$ cat config.mk
export PLATFORM = sky130hd
export DESIGN_NAME = imem_loader
export DESIGN_NICKNAME = d
export VERILOG_FILES = /design/src/rtl/imem_loader.sv
export SDC_FILE = /design/constraint.sdc
export NUM_CORES = 1
export LEC_CHECK = 0
export BUFFER_PORTS_ARGS = -buffer_cell sky130_fd_sc_hd__clkbuf_2
export CORE_MARGIN = 2
export CORE_UTILIZATION = 48
export DETAILED_ROUTE_END_ITERATION = 16
export PLACE_DENSITY = 0.75
export SYNTH_ARGS = -nofsm -noshare
export SYNTH_HDL_FRONTEND = slang
export SYNTH_SLANG_ARGS = --single-unit
export TNS_END_PERCENT = 30
$ cat constraint.sdc
create_clock -name clk -period 1.7 [get_ports clk]
set_clock_uncertainty 0.2 [all_clocks]
set_input_delay 0.34 -clock clk [delete_from_list [all_inputs] [get_ports clk]]
set_output_delay 0.34 -clock clk [all_outputs]
set_load 0.02 [all_outputs]
$ cat src/rtl/imem_loader.sv
// ---------------------------------------------------------------------------
// imem_loader
//   Writer side of the instruction RAM. It collects a byte stream, packs each
//   group of four bytes into one big-endian word and writes that word through
//   the RAM write port. While a load is running it holds the fetch stage.
//
// Ports
//   clk, reset   : system clock; synchronous active-high reset
//   start        : one-cycle load request, sampled only while idle
//   base_addr    : first RAM word address, captured with start
//   num_words    : word count, captured with start (clamped to RAM depth)
//   rx_data/rx_valid/rx_ready : byte stream handshake (rx_ready from state)
//   ram_addr/ram_data/ram_we/ram_en : RAM write port, ram_en mirrors ram_we
//   cpu_hold     : stall request to fetch, same as busy
//   busy         : load in progress
//   done         : level, set when the last load finished, cleared by start
//   len_err      : last accepted start asked for more words than RAM depth
// ---------------------------------------------------------------------------
module imem_loader #(
   parameter int ADDR_W = 4,
   parameter int DATA_W = 32
) (
   input  logic              clk,
   input  logic              reset,
   input  logic              start,
   input  logic [ADDR_W-1:0] base_addr,
   input  logic [ADDR_W:0]   num_words,
   input  logic [7:0]        rx_data,
   input  logic              rx_valid,
   output logic              rx_ready,
   output logic [ADDR_W-1:0] ram_addr,
   output logic [DATA_W-1:0] ram_data,
   output logic              ram_we,
   output logic              ram_en,
   output logic              cpu_hold,
   output logic              busy,
   output logic              done,
   output logic              len_err
);

   // RAM depth as a count; needs one bit more than an address
   localparam logic [ADDR_W:0] DEPTH = {1'b1, {ADDR_W{1'b0}}};
   localparam logic [ADDR_W:0] ONE   = {{ADDR_W{1'b0}}, 1'b1};

   typedef enum logic [1:0] {
      S_IDLE    = 2'd0,
      S_COLLECT = 2'd1,
      S_WRITE   = 2'd2,
      S_FINISH  = 2'd3
   } state_t;

   state_t              state_q, state_d;
   logic [ADDR_W-1:0]   addr_q, addr_d;       // next RAM address to write
   logic [ADDR_W:0]     wcnt_q, wcnt_d;       // words still to load
   logic [1:0]          bcnt_q, bcnt_d;       // bytes of current word taken
   logic [DATA_W-9:0]   shift_q, shift_d;     // first three bytes of a word
   logic [ADDR_W-1:0]   ram_addr_q, ram_addr_d;
   logic [DATA_W-1:0]   ram_data_q, ram_data_d;
   logic                ram_we_q, ram_we_d;
   logic                busy_q, busy_d;
   logic                done_q, done_d;
   logic                len_err_q, len_err_d;

   logic                accept;
   logic                last_byte;
   logic [ADDR_W:0]     num_sat;
   logic                num_ovf;

   assign rx_ready  = (state_q == S_COLLECT);
   assign accept    = rx_ready && rx_valid;
   assign last_byte = accept && (bcnt_q == 2'd3);
   assign num_ovf   = (num_words > DEPTH);
   assign num_sat   = num_ovf ? DEPTH : num_words;

   // ---------------- state register ----------------
   always_ff @(posedge clk) begin
      if (reset) state_q <= S_IDLE;
      else       state_q <= state_d;
   end

   // ---------------- next state ----------------
   always_comb begin
      state_d = state_q;
      case (state_q)
         S_IDLE: begin
            if (start) state_d = (num_sat == '0) ? S_FINISH : S_COLLECT;
         end
         S_COLLECT: begin
            if (last_byte) state_d = S_WRITE;
         end
         S_WRITE: begin
            // remaining count reaches zero after this write
            state_d = (wcnt_q == ONE) ? S_FINISH : S_COLLECT;
         end
         S_FINISH: begin
            state_d = S_IDLE;
         end
         default: state_d = S_IDLE;
      endcase
   end

   // ---------------- registered outputs ----------------
   // Write strobe and busy are decoded from the next state so they line up
   // with the state they describe, without a combinational output path.
   always_comb begin
      ram_we_d  = (state_d == S_WRITE);
      busy_d    = (state_d != S_IDLE);
      done_d    = done_q;
      len_err_d = len_err_q;
      if (state_q == S_IDLE && start) begin
         done_d    = 1'b0;
         len_err_d = num_ovf;
      end else if (state_q == S_FINISH) begin
         done_d    = 1'b1;
      end
   end

   // ---------------- datapath ----------------
   always_comb begin
      addr_d     = addr_q;
      wcnt_d     = wcnt_q;
      bcnt_d     = bcnt_q;
      shift_d    = shift_q;
      ram_addr_d = ram_addr_q;
      ram_data_d = ram_data_q;
      case (state_q)
         S_IDLE: begin
            if (start) begin
               addr_d = base_addr;
               wcnt_d = num_sat;
               bcnt_d = 2'd0;
            end
         end
         S_COLLECT: begin
            if (accept) begin
               bcnt_d  = bcnt_q + 2'd1;
               shift_d = {shift_q[DATA_W-17:0], rx_data};
               if (last_byte) begin
                  // earliest byte sits in the top of shift_q
                  ram_data_d = {shift_q, rx_data};
                  ram_addr_d = addr_q;
               end
            end
         end
         S_WRITE: begin
            addr_d = addr_q + 1'b1;       // wraps at RAM depth
            wcnt_d = wcnt_q - ONE;
         end
         default: ;
      endcase
   end

   always_ff @(posedge clk) begin
      if (reset) begin
         addr_q     <= '0;
         wcnt_q     <= '0;
         bcnt_q     <= '0;
         shift_q    <= '0;
         ram_addr_q <= '0;
         ram_data_q <= '0;
         ram_we_q   <= 1'b0;
         busy_q     <= 1'b0;
         done_q     <= 1'b0;
         len_err_q  <= 1'b0;
      end else begin
         addr_q     <= addr_d;
         wcnt_q     <= wcnt_d;
         bcnt_q     <= bcnt_d;
         shift_q    <= shift_d;
         ram_addr_q <= ram_addr_d;
         ram_data_q <= ram_data_d;
         ram_we_q   <= ram_we_d;
         busy_q     <= busy_d;
         done_q     <= done_d;
         len_err_q  <= len_err_d;
      end
   end

   assign ram_addr = ram_addr_q;
   assign ram_data = ram_data_q;
   assign ram_we   = ram_we_q;
   assign ram_en   = ram_we_q;
   assign busy     = busy_q;
   assign cpu_hold = busy_q;
   assign done     = done_q;
   assign len_err  = len_err_q;

endmodule

==> results of run 1 <==
worst max-delay path, delay by kind of cell, from the launching register on:
kind | cells | cell delay (ns)
buffers and inverters | 2 | 0.25
DFF | 1 | 0.36
and+or+nand+nor | 1 | 0.17
cell usage in the layout, fill, tap and decap left out, types with 2 or more instances in the layout:
cell	count
nand2_1	125
dfxtp_1	75
a21oi_1	72
clkbuf_2	62
buf_4	21
clkbuf_8	10
nand3_1	7
inv_1	6
nor2_1	5
ha_1	4
nand3b_1	3
nand2b_1	3
a21o_1	3
and3b_1	2
a311oi_1	2
a31oi_1	2
o21ai_0	2
clkbuf_1	2
buf_12	2
buf_6	2
registers in the layout, summed over array words and instances, names as in the netlist:
| register | cells |
|---|---|
| done | 1 |
| ram_addr | 4 |
| bcnt_q | 2 |
| busy | 1 |
| addr_q | 4 |
| shift_q | 24 |
| state_q | 2 |
| wcnt_q | 5 |
| ram_data | 32 |
| len_err | 1 |
| ram_en | 1 |
worst max-delay path by stage:
stage	end	start	cells past startpoint
5_1_grt	ram_data[14]	bcnt_q[0]	5
3_5_place_dp	state_q[1]	num_words[0]	4
4_1_cts	rx_ready	state_q[1]	3
3_3_place_gp	ram_en	num_words[0]	4
6_report	rx_ready	state_q[0]	3
2_1_floorplan	state_q[1]	state_q[1]	5
timing repair:
action	4_1_cts	5_1_grt
hold buffers	0	0
buffers inserted	2	0
pin swaps	0	0
gates cloned	0	0
gates resized for setup	8	3
endpoints found under the setup margin	1	8
area by class of cell:
class / count / area [µm²]
fill: 526 / 2260
sequential: 77 / 1550
multi-input combinational: 255 / 1270
timing repair buffer: 88 / 546
clock buffer: 12 / 145
tap: 75 / 93.8
clock inverter: 2 / 35.0
inverter: 6 / 22.5
cells by family after synthesis:
logic type	Yosys count	synth area share, %
compound gates	94	18.0
flops	77	52.2
fa+ha+maj	4	1.69
xor+xnor	1	0.296
buf+inv	33	5.08
simple gates	156	22.8
stage by stage:
stage	utilization, %	area [µm²]	instances
2_1_floorplan	-	2960	365
4_1_cts	61.7	3650	515
3_5_place_dp	58.0	3430	499
6_report	61.8	3660	515
5_1_grt	61.8	3660	515
3_3_place_gp	58.0	3430	499
power groups by stage:
stage	logic, mW	clock network [mW]	registers (mW)
4_1_cts	0.262	1.33	1.86
3_5_place_dp	0.246	0	1.90
6_report	0.267	1.32	1.86
2_1_floorplan	0.144	0	1.90
5_1_grt	0.292	1.41	1.86
3_3_place_gp	0.242	0	1.90
per-layer routing:
metal  GRT usage, %  vias to the layer above  routed length, µm  share of wire [%]
met5              0                        -                  0                  0
met2           32.5                       75               3130                 45
li1               -                     1365                  -                  -
met3           4.46                       14                380                5.5
met4           10.3                        0                136                2.0
met1           29.3                     1236               3270                 47
==> metrics, run 1 <==
die height a little over 80 µm; Fin. Hold Viols 0; Logic pwr share roughly 7.7%; Syn Inst Count 365; leading area contributor after synthesis dfxtp_1; dpl hpwl 4870 µm; Slew Viols, Final 0; row count 28; power share of the sequential group between 50 and 60%; yosys warns 0; #FFs+latches synth 77; vias in the first global route around 2400; FF-to-FF setup slack 0.05 ns; Crit-path slowest cell dfxtp_4; status completed; Hold Crit Start rx_data[2]; PwrDens about 940 nW/µm²; initial core utilization between 40% and 50%; critical path fanouts, max 10; Pre-Repair DR Iteration Count 4; first-pass GRT wire length between 10000 and 15000 µm; Crit Path Category flip-flop to primary output; DR vias/cell about 5.2; Core Region between 5000 and 6000 µm²; Max VDD drop between 300 and 400 µV; hold endpoint shift_q[2]; final setup TNS 0 ns; nature of the critical path startpoint flip-flop; worst r2r dst state_q[1]; CTS clk-pin slew, worst paths ~0.070 ns; total CTS buffers 9; crit path time final between 1.5 and 2 ns; H-tree levels 3; DRC Markers 0; routability cong. between 0.9 and 1; I/O pin total between 60 and 70; endpoint type of the worst setup path primary output; CP max stage delay between 0.3 and 0.4 ns; share of layout cells above drive strength 1 24.1%; Synth Net Count 390; GR Overflow Total 0; fmax slightly above 600 MHz; Hold Path Depth 3; antenna cells 0; post-place setup slack -0.0407 ns; clock root cell clkbuf_8; CTS tree built; wire per inst approximately 13 µm; crit-path cells buf_6 > nor2b_4 > buf_8; switching pwr between 0.7 and 0.8 mW; final wirelength between 6000 and 7000 µm; Syn Area/Cell roughly 8 µm²; Slew @ Worst Pin between 0.3 and 0.4 ns; Post-Syn Area a little under 3000 µm²; sequential fraction of the synthesis area 52.2%; Max Cap Violations 0; Worst Hold Slack ~0.032 ns; most frequent cell after synthesis nand2_1; crit path DAT about 1.1 ns; synth-to-layout area growth 23.9%; Post-synth EDFFs 0; Sw Share 22.9%; GRT Total Usage about 22%; Top FF cell, synth dfxtp_1; initial antenna violation count 0; DR vias 2690; clock sinks a little under 80; HP Class input pin to flip-flop; clock latency on the worst-skew pair around 0.34 ns; total power roughly 3.4 mW; fin crit share between 90% and 100%; largest net degree at the start of global routing 37; NumNets Final approximately 460; Int Pwr 2.65 mW; Clock Path Buffers 2; most frequent cells after synthesis 125 x nand2_1, 77 x dfxtp_1, 72 x a21oi_1, 19 x clkbuf_1, 7 x nand3_1; top cells by area, synth dfxtp_1 52%, nand2_1 16%, a21oi_1 12%; synth unique cells 43; die area 6800 µm²; Worst R2R Path Depth 3; Die Wd slightly above 80 µm; Setup WS post-layout ~0.044 ns; clock share of power between 30% and 40%; port buffer count between 60 and 70; leakage ~1.5 nW; final setup fails 0; FFs w/ async S/R, synth 0%; area share of the largest cell type after synthesis 52.2%; slew margin rel. between 70% and 80%; Starting DRT DRC Count ~160; reg2reg start state_q[1]; Detail Route Antenna Nets 0; required time of the critical path approximately 1.2 ns
Note: power is estimated with default switching activity, not from simulation.
==> inputs of run 2 (changes only) <==
--- a/config.mk
+++ b/config.mk
@@ -9,6 +9,7 @@
 export CORE_MARGIN = 2
 export CORE_UTILIZATION = 48
 export DETAILED_ROUTE_END_ITERATION = 16
+export GPL_TIMING_DRIVEN = 0
 export PLACE_DENSITY = 0.75
 export SYNTH_ARGS = -nofsm -noshare
 export SYNTH_HDL_FRONTEND = slang
==> metrics, run 2 (same netlist as run 1, synthesis figures left out) <==
synth-to-layout area growth 25.0%; Multi-input gate area around 1300 µm²; nature of the critical path startpoint flip-flop; slew margin rel. a little under three fifths; critical path fanouts, max 9; Core Region 5920 µm²; die area 6800 µm²; initial antenna violation count 0; GRT Total Usage between 20% and 30%; fin cells ~520; port buffer count 62; commonest non-fill, non-tap cell in the layout nand2_1; CTS tree built; DR vias between 2000 and 3000; final wirelength between 7000 and 8000 µm; PwrDens between 900 and 1000 nW/µm²; row count 28; GR Overflow Total 0; Starting DRT DRC Count between 150 and 200; fin crit share 105%; clock latency on the worst-skew pair 0.34 ns; Sw Share 23.1%; I/O pin total 64; Clock Path Buffers 2; Fin. Hold Viols 0; CTS clk-pin slew, worst paths 0.08 ns; Finished Cell Area around 3700 µm²; Core Util, Final 62.4%; CP delay by family, top simple AND/OR/NAND/NOR gates; crit path time final ~1.8 ns; placed cells 502; total power about 3.4 mW; Crit-path slowest cell or3b_4; FF+latch area ~1500 µm²; Worst Hold Slack 0.0401 ns; Setup WS post-layout -0.0929 ns; Max VDD drop about 480 µV; final setup fails 14; dpl hpwl 5020 µm; most used cell, CP buf_6; DR vias/cell roughly 5.4; Die Wd around 80 µm; switching pwr slightly below 0.8 mW; final setup TNS -0.427 ns; critical path startpoint state_q[1]; Crit Path Category flip-flop to flip-flop; CP max stage delay about 0.40 ns; Int Pwr around 2.6 mW; clock share of power a little under two fifths; NumNets Final between 400 and 500; routability cong. ~0.88; crit path DAT between 1.5 and 2 ns; reg2reg start state_q[1]; H-tree levels 3; fmax ~560 MHz; antenna cells 0; required time of the critical path between 1.5 and 2 ns; Pre-Repair DR Iteration Count 5; crit-path cells buf_6 > or3b_4 > buf_6 > or3_4 > a21boi_4; commonest non-fill, non-tap cells in the layout 125 x nand2_1, 76 x dfxtp_1, 71 x a21oi_1, 65 x clkbuf_2, 12 x clkbuf_1; wire per inst 14.2 µm; Max Cap Violations 0; Detail Route Antenna Nets 0; Slew Viols, Final 0; endpoint type of the worst setup path flip-flop; DRC Markers 0; unrepaired setup endpoints after global routing true; leakage approximately 1.4 nW; die height 82.5 µm; initial core utilization 49.9%; failing checks negative setup slack; first-pass GRT wire length 11200 µm; largest net degree at the start of global routing 12; total CTS buffers 9; clock root cell clkbuf_8; share of layout cells above drive strength 1 approximately a quarter; vias in the first global route about 2400; HP Class input pin to flip-flop; max reg flops 32; clock sinks 77; Buf+Inv Stages, Crit Path 2; Placement Cell Area ~3400 µm²; power share of the sequential group 54.3%; fillcell total between 500 and 600; Logic pwr share 7.5%; Hold Crit Start rx_data[2]; Slew @ Worst Pin around 0.64 ns; post-place setup slack -0.293 ns; post-cts hold buffer count 0; status complete, but fails checks
==> run 2: worst paths after layout <==
check           endpoint  slack (ns)  cells past startpoint
max               ram_en       -0.09                      5
min          ram_data[2]        0.04                      3
max reg2reg       ram_en       -0.09                      5
min reg2reg  ram_data[2]        0.25                      2
==> run 2: power groups by stage <==
stage               combinational [mW]  sequential [mW]  clock, mW
floorplan                        0.144             1.90          0
global placement                 0.223             1.90          0
detailed placement               0.227             1.90          0
CTS                              0.235             1.86       1.33
global route                     0.280             1.87       1.41
finish                           0.258             1.86       1.31
==> run 2: worst register-to-register path: stages (launching register included) <==
cell and delay [ns]:
dfxtp_1 0.33, buf_6 0.14, or3b_4 0.40, buf_6 0.13, or3_4 0.36, a21boi_4 0.18
==> run 2: metal layers <==
metal | share of wire (%) | GRT usage [%]
met1 | 45 | 30.1
met2 | 46 | 33.1
met3 | 6.7 | 3.80
met4 | 2.2 | 11.0
met5 | 0 | 0
==> run 2: cell type report <==
class	instances	area share, %
Clock inverter	2	0.948
Sequential cell	77	41.8
Inverter	6	0.610
Multi-Input combinational cell	255	35.6
Clock buffer	12	3.93
Timing Repair Buffer	68	9.79
Buffer	27	4.81
Tap cell	75	2.54
==> run 2: what timing repair did <==
item | CTS | global route
gates resized for setup | 14 | 39
endpoints found under the hold margin | 0 | 0
cloned | 0 | 0
endpoints found under the setup margin | 56 | 58
pin swaps | 1 | 4
setup buffers | 1 | 5
